### src/rtl/mcp23s17_pkg.sv
// Shared constants, register map and FSM state type for the MCP23S17 SPI responder.
// BANK=0 addressing only: bit 0 of a register address selects port B.
package mcp23s17_pkg;

  localparam logic [3:0] OPCODE_PREFIX = 4'b0100;

  localparam logic [7:0] ADDR_IODIR   = 8'h00;
  localparam logic [7:0] ADDR_GPINTEN = 8'h04;
  localparam logic [7:0] ADDR_IOCON   = 8'h0A;
  localparam logic [7:0] ADDR_GPPU    = 8'h0C;
  localparam logic [7:0] ADDR_INTF    = 8'h0E;
  localparam logic [7:0] ADDR_INTCAP  = 8'h10;
  localparam logic [7:0] ADDR_GPIO    = 8'h12;
  localparam logic [7:0] ADDR_OLAT    = 8'h14;
  localparam logic [7:0] ADDR_LAST    = 8'h15;

  localparam int IOCON_MIRROR = 6;
  localparam int IOCON_SEQOP  = 5;
  localparam int IOCON_HAEN   = 3;
  localparam int IOCON_INTPOL = 1;

  localparam logic [15:0] IODIR_RST = 16'hFFFF;
  localparam logic [15:0] REG16_RST = 16'h0000;
  localparam logic [7:0]  IOCON_RST = 8'h00;

  typedef enum logic [2:0] {
    ST_IDLE,
    ST_OPCODE,
    ST_ADDR,
    ST_DATA,
    ST_IGNORE
  } state_t;

  // Port-A address of an A/B register pair.
  function automatic logic [7:0] reg_base(input logic [7:0] addr);
    return addr & 8'hFE;
  endfunction

  // Replace one port byte of a 16-bit B:A register.
  function automatic logic [15:0] merge_byte(input logic [15:0] old_val,
                                             input logic        port_b,
                                             input logic [7:0]  new_byte);
    return port_b ? {new_byte, old_val[7:0]} : {old_val[15:8], new_byte};
  endfunction

endpackage

### src/rtl/mcp23s17_responder_if.sv
// SPI bus between host (master) and the MCP23S17 responder (slave).
interface mcp23s17_responder_if;
  logic sck;
  logic cs;
  logic mosi;
  logic miso;
  logic miso_oe;

  modport master (output sck, output cs, output mosi, input miso, input miso_oe);
  modport slave  (input sck, input cs, input mosi, output miso, output miso_oe);
endinterface

### src/rtl/mcp23s17_responder_spi_slave_core.sv
// SPI mode-0 slave datapath: input synchronisers, sck edge detection,
// byte shift-in with byte_done strobe, and byte shift-out on sck falling edges.
module spi_slave_core (
  input  logic        clk,
  input  logic        rst_n,
  input  logic        sck,
  input  logic        cs,
  input  logic        mosi,
  input  logic [15:0] gpio_in,
  input  logic [7:0]  tx_byte,
  output logic        cs_s,
  output logic        cs_fall,
  output logic        byte_done,
  output logic [7:0]  rx_byte,
  output logic [15:0] pins_s,
  output logic        miso_bit
);

  logic [1:0]  sck_sync_q, sck_sync_d;
  logic [1:0]  cs_sync_q, cs_sync_d;
  logic [1:0]  mosi_sync_q, mosi_sync_d;
  logic [15:0] gpio_s1_q, gpio_s1_d;
  logic [15:0] gpio_s2_q, gpio_s2_d;
  logic        sck_prev_q, sck_prev_d;
  logic        cs_prev_q, cs_prev_d;
  logic [2:0]  bit_cnt_q, bit_cnt_d;
  logic [6:0]  rx_q, rx_d;
  logic [7:0]  tx_q, tx_d;
  logic        sck_s, mosi_s, sck_rise, sck_fall;

  assign sck_s     = sck_sync_q[1];
  assign cs_s      = cs_sync_q[1];
  assign mosi_s    = mosi_sync_q[1];
  assign sck_rise  = sck_s & ~sck_prev_q;
  assign sck_fall  = ~sck_s & sck_prev_q;
  assign cs_fall   = cs_prev_q & ~cs_s;
  assign byte_done = sck_rise & ~cs_s & (bit_cnt_q == 3'd7);
  assign rx_byte   = {rx_q, mosi_s};
  assign pins_s    = gpio_s2_q;
  assign miso_bit  = tx_q[7];

  always_comb begin
    sck_sync_d  = {sck_sync_q[0], sck};
    cs_sync_d   = {cs_sync_q[0], cs};
    mosi_sync_d = {mosi_sync_q[0], mosi};
    gpio_s1_d   = gpio_in;
    gpio_s2_d   = gpio_s1_q;
    sck_prev_d  = sck_s;
    cs_prev_d   = cs_s;
    bit_cnt_d   = bit_cnt_q;
    rx_d        = rx_q;
    tx_d        = tx_q;
    // A deselected bus discards any partially received byte.
    if (cs_s) begin
      bit_cnt_d = 3'd0;
    end else if (sck_rise) begin
      bit_cnt_d = bit_cnt_q + 3'd1;
      rx_d      = {rx_q[5:0], mosi_s};
    end
    // First falling edge after a byte boundary loads a fresh byte, the rest shift.
    if (sck_fall && !cs_s) begin
      tx_d = (bit_cnt_q == 3'd0) ? tx_byte : {tx_q[6:0], 1'b0};
    end
  end

  always_ff @(posedge clk or negedge rst_n) begin
    if (!rst_n) begin
      sck_sync_q  <= 2'b00;
      cs_sync_q   <= 2'b00;
      mosi_sync_q <= 2'b00;
      gpio_s1_q   <= 16'h0000;
      gpio_s2_q   <= 16'h0000;
      sck_prev_q  <= 1'b0;
      cs_prev_q   <= 1'b0;
      bit_cnt_q   <= 3'd0;
      rx_q        <= 7'd0;
      tx_q        <= 8'd0;
    end else begin
      sck_sync_q  <= sck_sync_d;
      cs_sync_q   <= cs_sync_d;
      mosi_sync_q <= mosi_sync_d;
      gpio_s1_q   <= gpio_s1_d;
      gpio_s2_q   <= gpio_s2_d;
      sck_prev_q  <= sck_prev_d;
      cs_prev_q   <= cs_prev_d;
      bit_cnt_q   <= bit_cnt_d;
      rx_q        <= rx_d;
      tx_q        <= tx_d;
    end
  end

endmodule

### src/rtl/mcp23s17_responder.sv
// MCP23S17-compatible SPI GPIO expander: transaction FSM, BANK=0 register file,
// auto-incrementing register pointer and interrupt-on-change logic.
module mcp23s17_responder
  import mcp23s17_pkg::*;
#(
  parameter logic [2:0] HW_ADDR = 3'b000
) (
  input  logic                       clk,
  input  logic                       rst_n,
  mcp23s17_responder_if.slave        spi,
  input  logic [15:0]                gpio_in,
  output logic [15:0]                gpio_out,
  output logic [15:0]                iodir,
  output logic                       inta
);

  state_t      state_q, state_d;
  logic        rw_q, rw_d;
  logic [7:0]  ptr_q, ptr_d;
  logic [15:0] iodir_q, iodir_d;
  logic [15:0] gpinten_q, gpinten_d;
  logic [7:0]  iocon_q, iocon_d;
  logic [15:0] gppu_q, gppu_d;
  logic [15:0] intf_q, intf_d;
  logic [15:0] intcap_q, intcap_d;
  logic [15:0] olat_q, olat_d;
  logic [15:0] pins_prev_q, pins_prev_d;

  logic        cs_s, cs_fall, byte_done, miso_bit;
  logic [7:0]  rx_byte, rd_data;
  logic [15:0] pins_s, rd16, gpio_val;
  logic [7:0]  ptr_base;
  logic        port_b, wr_en, rd_done, int_active;
  logic [1:0]  rd_clr;
  logic [7:0]  chg [2];

  spi_slave_core u_core (
    .clk       (clk),
    .rst_n     (rst_n),
    .sck       (spi.sck),
    .cs        (spi.cs),
    .mosi      (spi.mosi),
    .gpio_in   (gpio_in),
    .tx_byte   (rd_data),
    .cs_s      (cs_s),
    .cs_fall   (cs_fall),
    .byte_done (byte_done),
    .rx_byte   (rx_byte),
    .pins_s    (pins_s),
    .miso_bit  (miso_bit)
  );

  assign ptr_base = reg_base(ptr_q);
  assign port_b   = ptr_q[0];
  assign gpio_val = (iodir_q & pins_s) | (~iodir_q & olat_q);

  always_comb begin
    rd16 = 16'h0000;
    case (ptr_base)
      ADDR_IODIR:   rd16 = iodir_q;
      ADDR_GPINTEN: rd16 = gpinten_q;
      ADDR_IOCON:   rd16 = {iocon_q, iocon_q};
      ADDR_GPPU:    rd16 = gppu_q;
      ADDR_INTF:    rd16 = intf_q;
      ADDR_INTCAP:  rd16 = intcap_q;
      ADDR_GPIO:    rd16 = gpio_val;
      ADDR_OLAT:    rd16 = olat_q;
      default:      rd16 = 16'h0000;
    endcase
    rd_data = port_b ? rd16[15:8] : rd16[7:0];
  end

  always_comb begin
    state_d   = state_q;
    rw_d      = rw_q;
    ptr_d     = ptr_q;
    iodir_d   = iodir_q;
    gpinten_d = gpinten_q;
    iocon_d   = iocon_q;
    gppu_d    = gppu_q;
    olat_d    = olat_q;
    wr_en     = 1'b0;
    rd_done   = 1'b0;
    case (state_q)
      ST_IDLE:   if (cs_fall) state_d = ST_OPCODE;
      ST_OPCODE: if (byte_done) begin
        if (rx_byte[7:4] == OPCODE_PREFIX &&
            (!iocon_q[IOCON_HAEN] || rx_byte[3:1] == HW_ADDR)) begin
          state_d = ST_ADDR;
          rw_d    = rx_byte[0];
        end else begin
          state_d = ST_IGNORE;
        end
      end
      ST_ADDR:   if (byte_done) begin
        ptr_d   = rx_byte;
        state_d = ST_DATA;
      end
      ST_DATA:   if (byte_done) begin
        wr_en   = ~rw_q;
        rd_done = rw_q;
        if (!iocon_q[IOCON_SEQOP]) ptr_d = (ptr_q == ADDR_LAST) ? 8'h00 : ptr_q + 8'd1;
      end
      default: ;
    endcase
    if (cs_s) state_d = ST_IDLE;

    // INTF and INTCAP are read-only; GPIO writes land in the output latch.
    if (wr_en) begin
      case (ptr_base)
        ADDR_IODIR:           iodir_d   = merge_byte(iodir_q, port_b, rx_byte);
        ADDR_GPINTEN:         gpinten_d = merge_byte(gpinten_q, port_b, rx_byte);
        ADDR_IOCON:           iocon_d   = rx_byte;
        ADDR_GPPU:            gppu_d    = merge_byte(gppu_q, port_b, rx_byte);
        ADDR_GPIO, ADDR_OLAT: olat_d    = merge_byte(olat_q, port_b, rx_byte);
        default: ;
      endcase
    end
  end

  for (genvar gi = 0; gi < 2; gi++) begin : g_port
    assign chg[gi]    = gpinten_q[gi*8 +: 8] & iodir_q[gi*8 +: 8] &
                        (pins_s[gi*8 +: 8] ^ pins_prev_q[gi*8 +: 8]);
    assign rd_clr[gi] = rd_done && (port_b == gi[0]) &&
                        (ptr_base == ADDR_GPIO || ptr_base == ADDR_INTCAP);
  end

  // A fresh change beats a same-cycle clear, so an edge is never lost.
  always_comb begin
    intf_d      = intf_q;
    intcap_d    = intcap_q;
    pins_prev_d = pins_s;
    for (int p = 0; p < 2; p++) begin
      if (chg[p] != 8'h00 && (intf_q[p*8 +: 8] == 8'h00 || rd_clr[p])) begin
        intf_d[p*8 +: 8]   = chg[p];
        intcap_d[p*8 +: 8] = pins_s[p*8 +: 8];
      end else if (rd_clr[p]) begin
        intf_d[p*8 +: 8] = 8'h00;
      end
    end
  end

  always_ff @(posedge clk or negedge rst_n) begin
    if (!rst_n) begin
      state_q     <= ST_IDLE;
      rw_q        <= 1'b0;
      ptr_q       <= 8'h00;
      iodir_q     <= IODIR_RST;
      gpinten_q   <= REG16_RST;
      iocon_q     <= IOCON_RST;
      gppu_q      <= REG16_RST;
      intf_q      <= REG16_RST;
      intcap_q    <= REG16_RST;
      olat_q      <= REG16_RST;
      pins_prev_q <= 16'h0000;
    end else begin
      state_q     <= state_d;
      rw_q        <= rw_d;
      ptr_q       <= ptr_d;
      iodir_q     <= iodir_d;
      gpinten_q   <= gpinten_d;
      iocon_q     <= iocon_d;
      gppu_q      <= gppu_d;
      intf_q      <= intf_d;
      intcap_q    <= intcap_d;
      olat_q      <= olat_d;
      pins_prev_q <= pins_prev_d;
    end
  end

  assign int_active  = iocon_q[IOCON_MIRROR] ? (|intf_q) : (|intf_q[7:0]);
  assign inta        = iocon_q[IOCON_INTPOL] ? int_active : ~int_active;
  assign spi.miso_oe = (state_q == ST_DATA) & rw_q;
  assign spi.miso    = spi.miso_oe & miso_bit;
  assign gpio_out    = olat_q;
  assign iodir       = iodir_q;

endmodule

### src/flat_wrapper.sv
// flat-port wrapper written by rule: the top's interface ports become plain ports
module mcp23s17_responder_flat import mcp23s17_pkg::*;
#(
  parameter logic [2:0] HW_ADDR = 3'b000
)
  (clk, rst_n, gpio_in, gpio_out, iodir, inta, spi_sck, spi_cs, spi_mosi, spi_miso, spi_miso_oe);
  mcp23s17_responder_if spi_i ();
  input  logic clk;
  input  logic rst_n;
  input  logic [15:0] gpio_in;
  output logic [15:0] gpio_out;
  output logic [15:0] iodir;
  output logic inta;
  input wire logic [$bits(spi_i.sck)-1:0] spi_sck;
  input wire logic [$bits(spi_i.cs)-1:0] spi_cs;
  input wire logic [$bits(spi_i.mosi)-1:0] spi_mosi;
  output wire logic [$bits(spi_i.miso)-1:0] spi_miso;
  output wire logic [$bits(spi_i.miso_oe)-1:0] spi_miso_oe;
  assign spi_i.sck = spi_sck;
  assign spi_i.cs = spi_cs;
  assign spi_i.mosi = spi_mosi;
  assign spi_miso = spi_i.miso;
  assign spi_miso_oe = spi_i.miso_oe;
  mcp23s17_responder #(.HW_ADDR(HW_ADDR)) u_core (.clk(clk), .rst_n(rst_n), .spi(spi_i), .gpio_in(gpio_in), .gpio_out(gpio_out), .iodir(iodir), .inta(inta));
endmodule
### config.mk
export PLATFORM = sky130hd
export DESIGN_NAME = mcp23s17_responder_flat
export DESIGN_NICKNAME = d
export VERILOG_FILES = /design/src/rtl/mcp23s17_pkg.sv /design/src/rtl/mcp23s17_responder_if.sv /design/src/rtl/mcp23s17_responder_spi_slave_core.sv /design/src/rtl/mcp23s17_responder.sv /design/src/flat_wrapper.sv
export SDC_FILE = /design/constraint.sdc
export NUM_CORES = 1
export LEC_CHECK = 0
export BUFFER_PORTS_ARGS = -buffer_cell sky130_fd_sc_hd__buf_4
export CAP_MARGIN = 20
export CORE_MARGIN = 2
export CORE_UTILIZATION = 32
export DETAILED_ROUTE_END_ITERATION = 8
export MAX_ROUTING_LAYER = met4
export PLACE_DENSITY = 0.55
export SLEW_MARGIN = 25
export SYNTH_ARGS = -nofsm -noshare
export SYNTH_HDL_FRONTEND = slang
export SYNTH_SLANG_ARGS = --single-unit
### constraint.sdc
create_clock -name clk -period 2.1 [get_ports clk]
set_input_delay 0.63 -clock clk [delete_from_list [all_inputs] [get_ports clk]]
set_output_delay 0.63 -clock clk [all_outputs]
set_load 0.005 [all_outputs]
==> results of run 1 <==
## registers in the layout, summed over array words and instances, names as in the netlist
signal	count
u_core.gpinten_q	16
u_core.gpio_out	16
u_core.gppu_q	16
u_core.intcap_q	16
u_core.intf_q	16
u_core.iocon_q	8
u_core.iodir	16
u_core.pins_prev_q	16
u_core.ptr_q	8
u_core.rw_q	1
u_core.state_q	3
u_core.u_core.bit_cnt_q	3
u_core.u_core.cs_prev_q	1
u_core.u_core.cs_sync_q	2
u_core.u_core.gpio_s1_q	16
u_core.u_core.mosi_sync_q	2
u_core.u_core.pins_s	16
u_core.u_core.rx_q	7
u_core.u_core.sck_prev_q	1
u_core.u_core.sck_sync_q	2
u_core.u_core.tx_q	8
## per-stage QoR
stage	total power [µW]	instance area [µm²]	hold WS, ns
3_5_place_dp	4630	10600	0.335
4_1_cts	8250	11600	0.0500
5_1_grt	8470	12000	0.0513
3_3_place_gp	4620	10600	0.332
2_1_floorplan	4150	8740	0.331
6_report	8190	12000	0.0565
## path summary, 6_finish.rpt
kind,cells past startpoint,slack (ns),start,to
min in group clk,1,0.29,gpio_in[6],u_core.u_core.gpio_s1_q[6]
setup reg to reg,7,-0.12,u_core.state_q[2],u_core.intcap_q[3]
setup / recovery,5,-0.37,u_core.intf_q[13],inta
hold / removal,1,0.06,rst_n,u_core.u_core.pins_s[3]
hold reg to reg,0,0.35,u_core.u_core.gpio_s1_q[4],u_core.u_core.pins_s[4]
max in group asynchronous,2,1.36,rst_n,u_core.iodir[13]
## cell families after synthesis
logic type,count (synthesis)
fa+ha+maj,5
flops,190
simple gates,189
buf+inv,51
xor+xnor,18
compound gates,143
mux,127
## layout make-up
class,instances,area (µm²)
tap,341,427
clock buffer,19,443
multi-input combinational,482,4300
fill,2496,14800
clock inverter,12,194
timing repair buffer,211,1830
sequential,190,4780
inverter,10,40.0
## layer usage
metal / vias to the layer above / track usage / part of all wire
met1: 3547 / 0.292 / 0.46
met2: 210 / 0.318 / 0.47
met5: - / - / 0
met3: 36 / 0.0367 / 0.050
met4: 0 / 0.0607 / 0.019
li1: 3060 / - / -
## worst max-delay path, cell delays in order (launching register included)
cell,delay [ns]
dfrtp_1,0.40
nor4_2,0.27
nand2_1,0.15
a21oi_2,0.22
xor2_2,0.21
buf_4,0.15
## power groups by stage
stage / Clock [µW] / Combinational (µW) / Sequential, µW
after floorplan: 0 / 250 / 3900
after global placement: 0 / 713 / 3910
after detailed placement: 0 / 714 / 3910
after CTS: 3670 / 738 / 3840
after global routing: 3820 / 796 / 3860
final: 3600 / 743 / 3840
## timing repair
action | CTS | global route
gates resized for setup | 87 | 66
buffers inserted | 15 | 11
pin swaps | 16 | 21
endpoints found under the setup margin | 98 | 123
## cells in the final DEF (no fill, tap or decap), drive strengths merged, types with 3 or more instances in the layout
master	netlist	routed
nand2b	5	5
a22oi	20	20
nor3	16	16
bufinv	0	4
inv	10	17
clkbuf	31	21
nor2b	10	10
a22o	18	18
xor2	17	17
nand4	9	9
mux2i	20	20
a211oi	7	7
dfrtp	174	174
a31oi	4	4
a21oi	37	37
nor3b	5	5
o211ai	3	3
nand2	35	35
nand3b	3	3
buf	10	209
a221oi	3	3
ha	5	5
nor2	37	37
o32ai	6	6
and3	24	24
nor4	19	19
dfstp	16	16
o21ai	20	20
nor4b	3	3
o22ai	3	3
mux2	107	107
and2	3	3
nand3	11	11
o31ai	3	3
==> results.sh, run 1 <==
export IMPL_cts_inserted_buffers=17
export IMPL_clkTransAtPathRegs_ns=0.07
export IMPL_dieWidth_um=169
export IMPL_synth_mux_area_frac=0.162
export IMPL_setup_tns_final_ns=-3.24
export IMPL_root_buffer="clkbuf_16"
export IMPL_yosys_area_top_type="dfrtp_1"
export IMPL_die_y_um=169
export IMPL_rsz0062_at_grt="yes"
export IMPL_wire_per_inst_um=22.6
export IMPL_synth_seq_cells=190
export IMPL_max_freq_mhz=406
export IMPL_synth_most_common_cell="dfrtp_1"
export IMPL_violations="setup timing"
export IMPL_status="finished, violations left"
export IMPL_hpwl_mm=19.9
export IMPL_antenna_found_initial=0
export IMPL_grt_max_degree=75
export IMPL_antenna_left=0
export IMPL_grt_pass1_vias=7013
export IMPL_hold_path_class="in2async"
export IMPL_worst_pin_slew_ns=0.772
export IMPL_overflow=0
export IMPL_clockBufferDepth=2
export IMPL_place_worst_setup_slack_ns=-0.335
export IMPL_endpoint_kind="output port"
export IMPL_worst_path_max_fanout=2
export IMPL_period_needed_ns=2.47
export IMPL_synthXorXnorAreaFrac=0.0181
export IMPL_layout_nets=938
export IMPL_p_leak_uw=0.00542
export IMPL_core_um2=26800
export IMPL_initial_core_util=0.325
export IMPL_vdd_drop_max_v=0.000789
export IMPL_numPlacedInstances=1212
export IMPL_setup_violations_final=39
export IMPL_slew_violations=0
export IMPL_core_rowCount=60
export IMPL_max_cap_violations=0
export IMPL_ys_async_sr_fraction=1.00
export IMPL_clk_latency_ns=0.44
export IMPL_synthSimpleGateAreaFrac=0.122
export IMPL_synthDistinctLibCells=61
export IMPL_die_area_um2=28500
export IMPL_postCtsHoldBufs=0
export IMPL_synth_cells=723
export IMPL_io_buffers=55
export IMPL_routabilityCongestion=0.957
export IMPL_drc_errors=0
export IMPL_syn_avg_cell_area_um2=12.0
export IMPL_combPwrFrac=0.091
export IMPL_path_class="reg2out"
export IMPL_yosysSeqAreaShare=0.549
export IMPL_grt_pass1_wl_mm=43.6
export IMPL_syn_num_nets=749
export IMPL_synth_ff_type="dfrtp_1"
export IMPL_p_int_uw=6080
export IMPL_power_switching_uw=2110
export IMPL_ys_warnings_count=0
export IMPL_synthesis_area_um2=8700
export IMPL_yosys_top_cells_count="dfrtp_1 (174), mux2_2 (103), a21oi_1 (37), nor2_1 (37), nand2_1 (35)"
export IMPL_slew_headroom=0.485
export IMPL_fin_ws_ns=-0.365
export IMPL_syn_to_final_growth_pct=38.1
export IMPL_first_pass_iters=5
export IMPL_synth_compound_area_frac=0.120
export IMPL_finalHoldViolCount=0
export IMPL_yosys_area_top_type_share=0.501
export IMPL_diodes=0
export IMPL_swShare=0.258
export IMPL_wirelength_mm=28.5
export IMPL_p_clk_frac=0.440
export IMPL_clock_skew_ns=0.0183
export IMPL_num_vias=6853
export IMPL_seqPwrFrac=0.469
export IMPL_final_util=0.448
export IMPL_start_kind="flip-flop"
export IMPL_ys_top_cells_by_area="dfrtp_1 (50%), mux2_2 (13%), dfstp_2 (4.8%), mux2i_1 (2.3%), a21oi_1 (2.1%)"
export IMPL_period_share=1.17
export IMPL_worst_endpoint_required_ns=1.47
export IMPL_synth_edf_count=0
export IMPL_ios=56
export IMPL_initialDrtViolationCount=506
export IMPL_clock_sinks=190
export IMPL_synth_fa_ha_area_frac=0.00719
export IMPL_htreeDepth=4
export IMPL_synth_top_family_by_area="multiplexers"
export IMPL_drive_gt1_frac=0.473
export IMPL_stdcell_count=1265
export IMPL_cts_tree="built"
export IMPL_grt_total_usage=0.211
export IMPL_vias_per_cell=5.42
export IMPL_p_per_area_nw_per_um2=682
export IMPL_crit_arrival_ns=1.84
No activity file was read; power rests on OpenSTA's default activity.
==> inputs of run 2 (changes only) <==
Settings changed: SETUP_SLACK_MARGIN set to 0.02.
==> results.sh, run 2 (synthesis gave the netlist of run 1 again) <==
export IMPL_clockBufferDepth=2
export IMPL_finalHoldViolCount=0
export IMPL_setup_violations_final=51
export IMPL_cts_tree="built"
export IMPL_reg2reg_depth=9
export IMPL_antenna_left=0
export IMPL_max_cap_violations=0
export IMPL_antenna_found_initial=1
export IMPL_cp_num_cells=5
export IMPL_rsz0062_at_grt="yes"
export IMPL_routabilityCongestion=0.957
export IMPL_finalPower_uw=8190
export IMPL_initialDrtViolationCount=660
export IMPL_mostFrequentLayoutCell="buf_4"
export IMPL_core_rowCount=60
export IMPL_crit_chain="nor4_2 > nand2_1 > a21oi_2 > xor2_2 > buf_4"
export IMPL_slowest_stage="dfrtp_1"
export IMPL_postCtsHoldBufs=0
export IMPL_drc_errors=0
export IMPL_die_y_um=169
export IMPL_grt_pass1_vias=7090
export IMPL_setup_tns_final_ns=-5.89
export IMPL_hpwl_mm=19.9
export IMPL_worst_endpoint_required_ns=1.47
export IMPL_violations="setup timing"
export IMPL_clkTransAtPathRegs_ns=0.07
export IMPL_die_area_um2=28500
export IMPL_max_freq_mhz=402
export IMPL_vdd_drop_max_v=0.000811
export IMPL_status="finished, violations left"
export IMPL_layout_nets=940
export IMPL_clock_skew_ns=0.00749
export IMPL_fin_ws_ns=-0.386
export IMPL_start_kind="flip-flop"
export IMPL_grt_total_usage=0.211
export IMPL_p_leak_uw=0.00548
export IMPL_layout_common_cells="buf_4 (177), dfrtp_1 (171), mux2_2 (57)"
export IMPL_core_um2=26800
export IMPL_root_buffer="clkbuf_16"
export IMPL_period_share=1.18
export IMPL_placed_area_um2=10600
export IMPL_slew_headroom=0.470
export IMPL_whs_ns=0.0518
export IMPL_wirelength_mm=28.6
export IMPL_crit_arrival_ns=1.86
export IMPL_grt_max_degree=75
export IMPL_io_buffers=55
export IMPL_clock_sinks=190
export IMPL_drive_gt1_frac=0.486
export IMPL_ios=56
export IMPL_path_buf_inv=1
export IMPL_slew_violations=0
export IMPL_critPathTopFamily="simple AND/OR/NAND/NOR gates"
export IMPL_overflow=0
export IMPL_final_area_um2=12100
export IMPL_period_needed_ns=2.49
export IMPL_initial_core_util=0.325
export IMPL_p_per_area_nw_per_um2=676
export IMPL_num_vias=6886
export IMPL_slowest_delay_ns=0.40
export IMPL_hold_path_class="in2async"
export IMPL_path_class="reg2out"
export IMPL_worst_pin_slew_ns=0.796
export IMPL_dieWidth_um=169
export IMPL_wire_per_inst_um=22.6
export IMPL_cts_inserted_buffers=17
export IMPL_htreeDepth=4
export IMPL_endpoint_kind="output port"
export IMPL_grt_pass1_wl_mm=43.8
export IMPL_syn_to_final_growth_pct=39.4
export IMPL_clk_latency_ns=0.44
export IMPL_worst_path_max_fanout=2
export IMPL_vias_per_cell=5.43
export IMPL_first_pass_iters=5
-- run 2: path summary, 6_finish.rpt --
kind                                       startpoint                          to  slack [ns]
setup / recovery                    u_core.intf_q[13]                        inta       -0.39
hold / removal                                  rst_n     u_core.u_core.pins_s[3]        0.05
setup reg to reg           u_core.u_core.bit_cnt_q[1]         u_core.gpio_out[11]       -0.17
hold reg to reg            u_core.u_core.gpio_s1_q[4]     u_core.u_core.pins_s[4]        0.35
max in group asynchronous                       rst_n            u_core.iodir[10]        1.35
min in group clk                           gpio_in[6]  u_core.u_core.gpio_s1_q[6]        0.29
-- run 2: routing by layer --
metal / vias up / track usage / share of wire
met1: 3570 / 0.293 / 0.46
met3: 37 / 0.0360 / 0.048
met4: 0 / 0.0682 / 0.025
met5: - / - / 0
li1: 3071 / - / -
met2: 208 / 0.317 / 0.46
-- run 2: metrics by stage --
step / util / worst slack, ns / std cells
floorplan: - / -0.147 / 723
global placement: 0.394 / -0.278 / 1212
detailed placement: 0.394 / -0.335 / 1212
CTS: 0.437 / -0.384 / 1257
global route: 0.452 / -0.422 / 1268
finish: 0.452 / -0.386 / 1268
-- run 2: where the power goes --
part           internal (µW)  switching [µW]
Clock                   2060            1530
Sequential              3770            71.4
Combinational            244             508
Total                   6070            2110
-- run 2: timing repair --
item / in CTS / in global routing
resized for setup: 104 / 71
endpoints found under the hold margin: 0 / 0
setup buffers: 15 / 12
setup endpoints to repair: 104 / 123
pin swaps: 17 / 25
gates cloned: 0 / 1
-- run 2: worst reg2reg max path, cell delays in order, from the launching register on --
cell and delay (ns):
dfrtp_1 0.36, ha_2 0.19, ha_4 0.12, nand4bb_1 0.16, buf_4 0.19, nor3_4 0.28
nand2_4 0.14, nor3_4 0.25, buf_6 0.17, mux2_4 0.30
-- run 2: final cells by class --
cell class | instances | area [µm²]
tap | 341 | 427
antenna | 1 | 2.50
multi-input combinational | 482 | 4390
inverter | 10 | 40.0
timing repair buffer | 213 | 1850
clock inverter | 12 | 194
fill | 2491 | 14700
clock buffer | 19 | 443
sequential | 190 | 4780
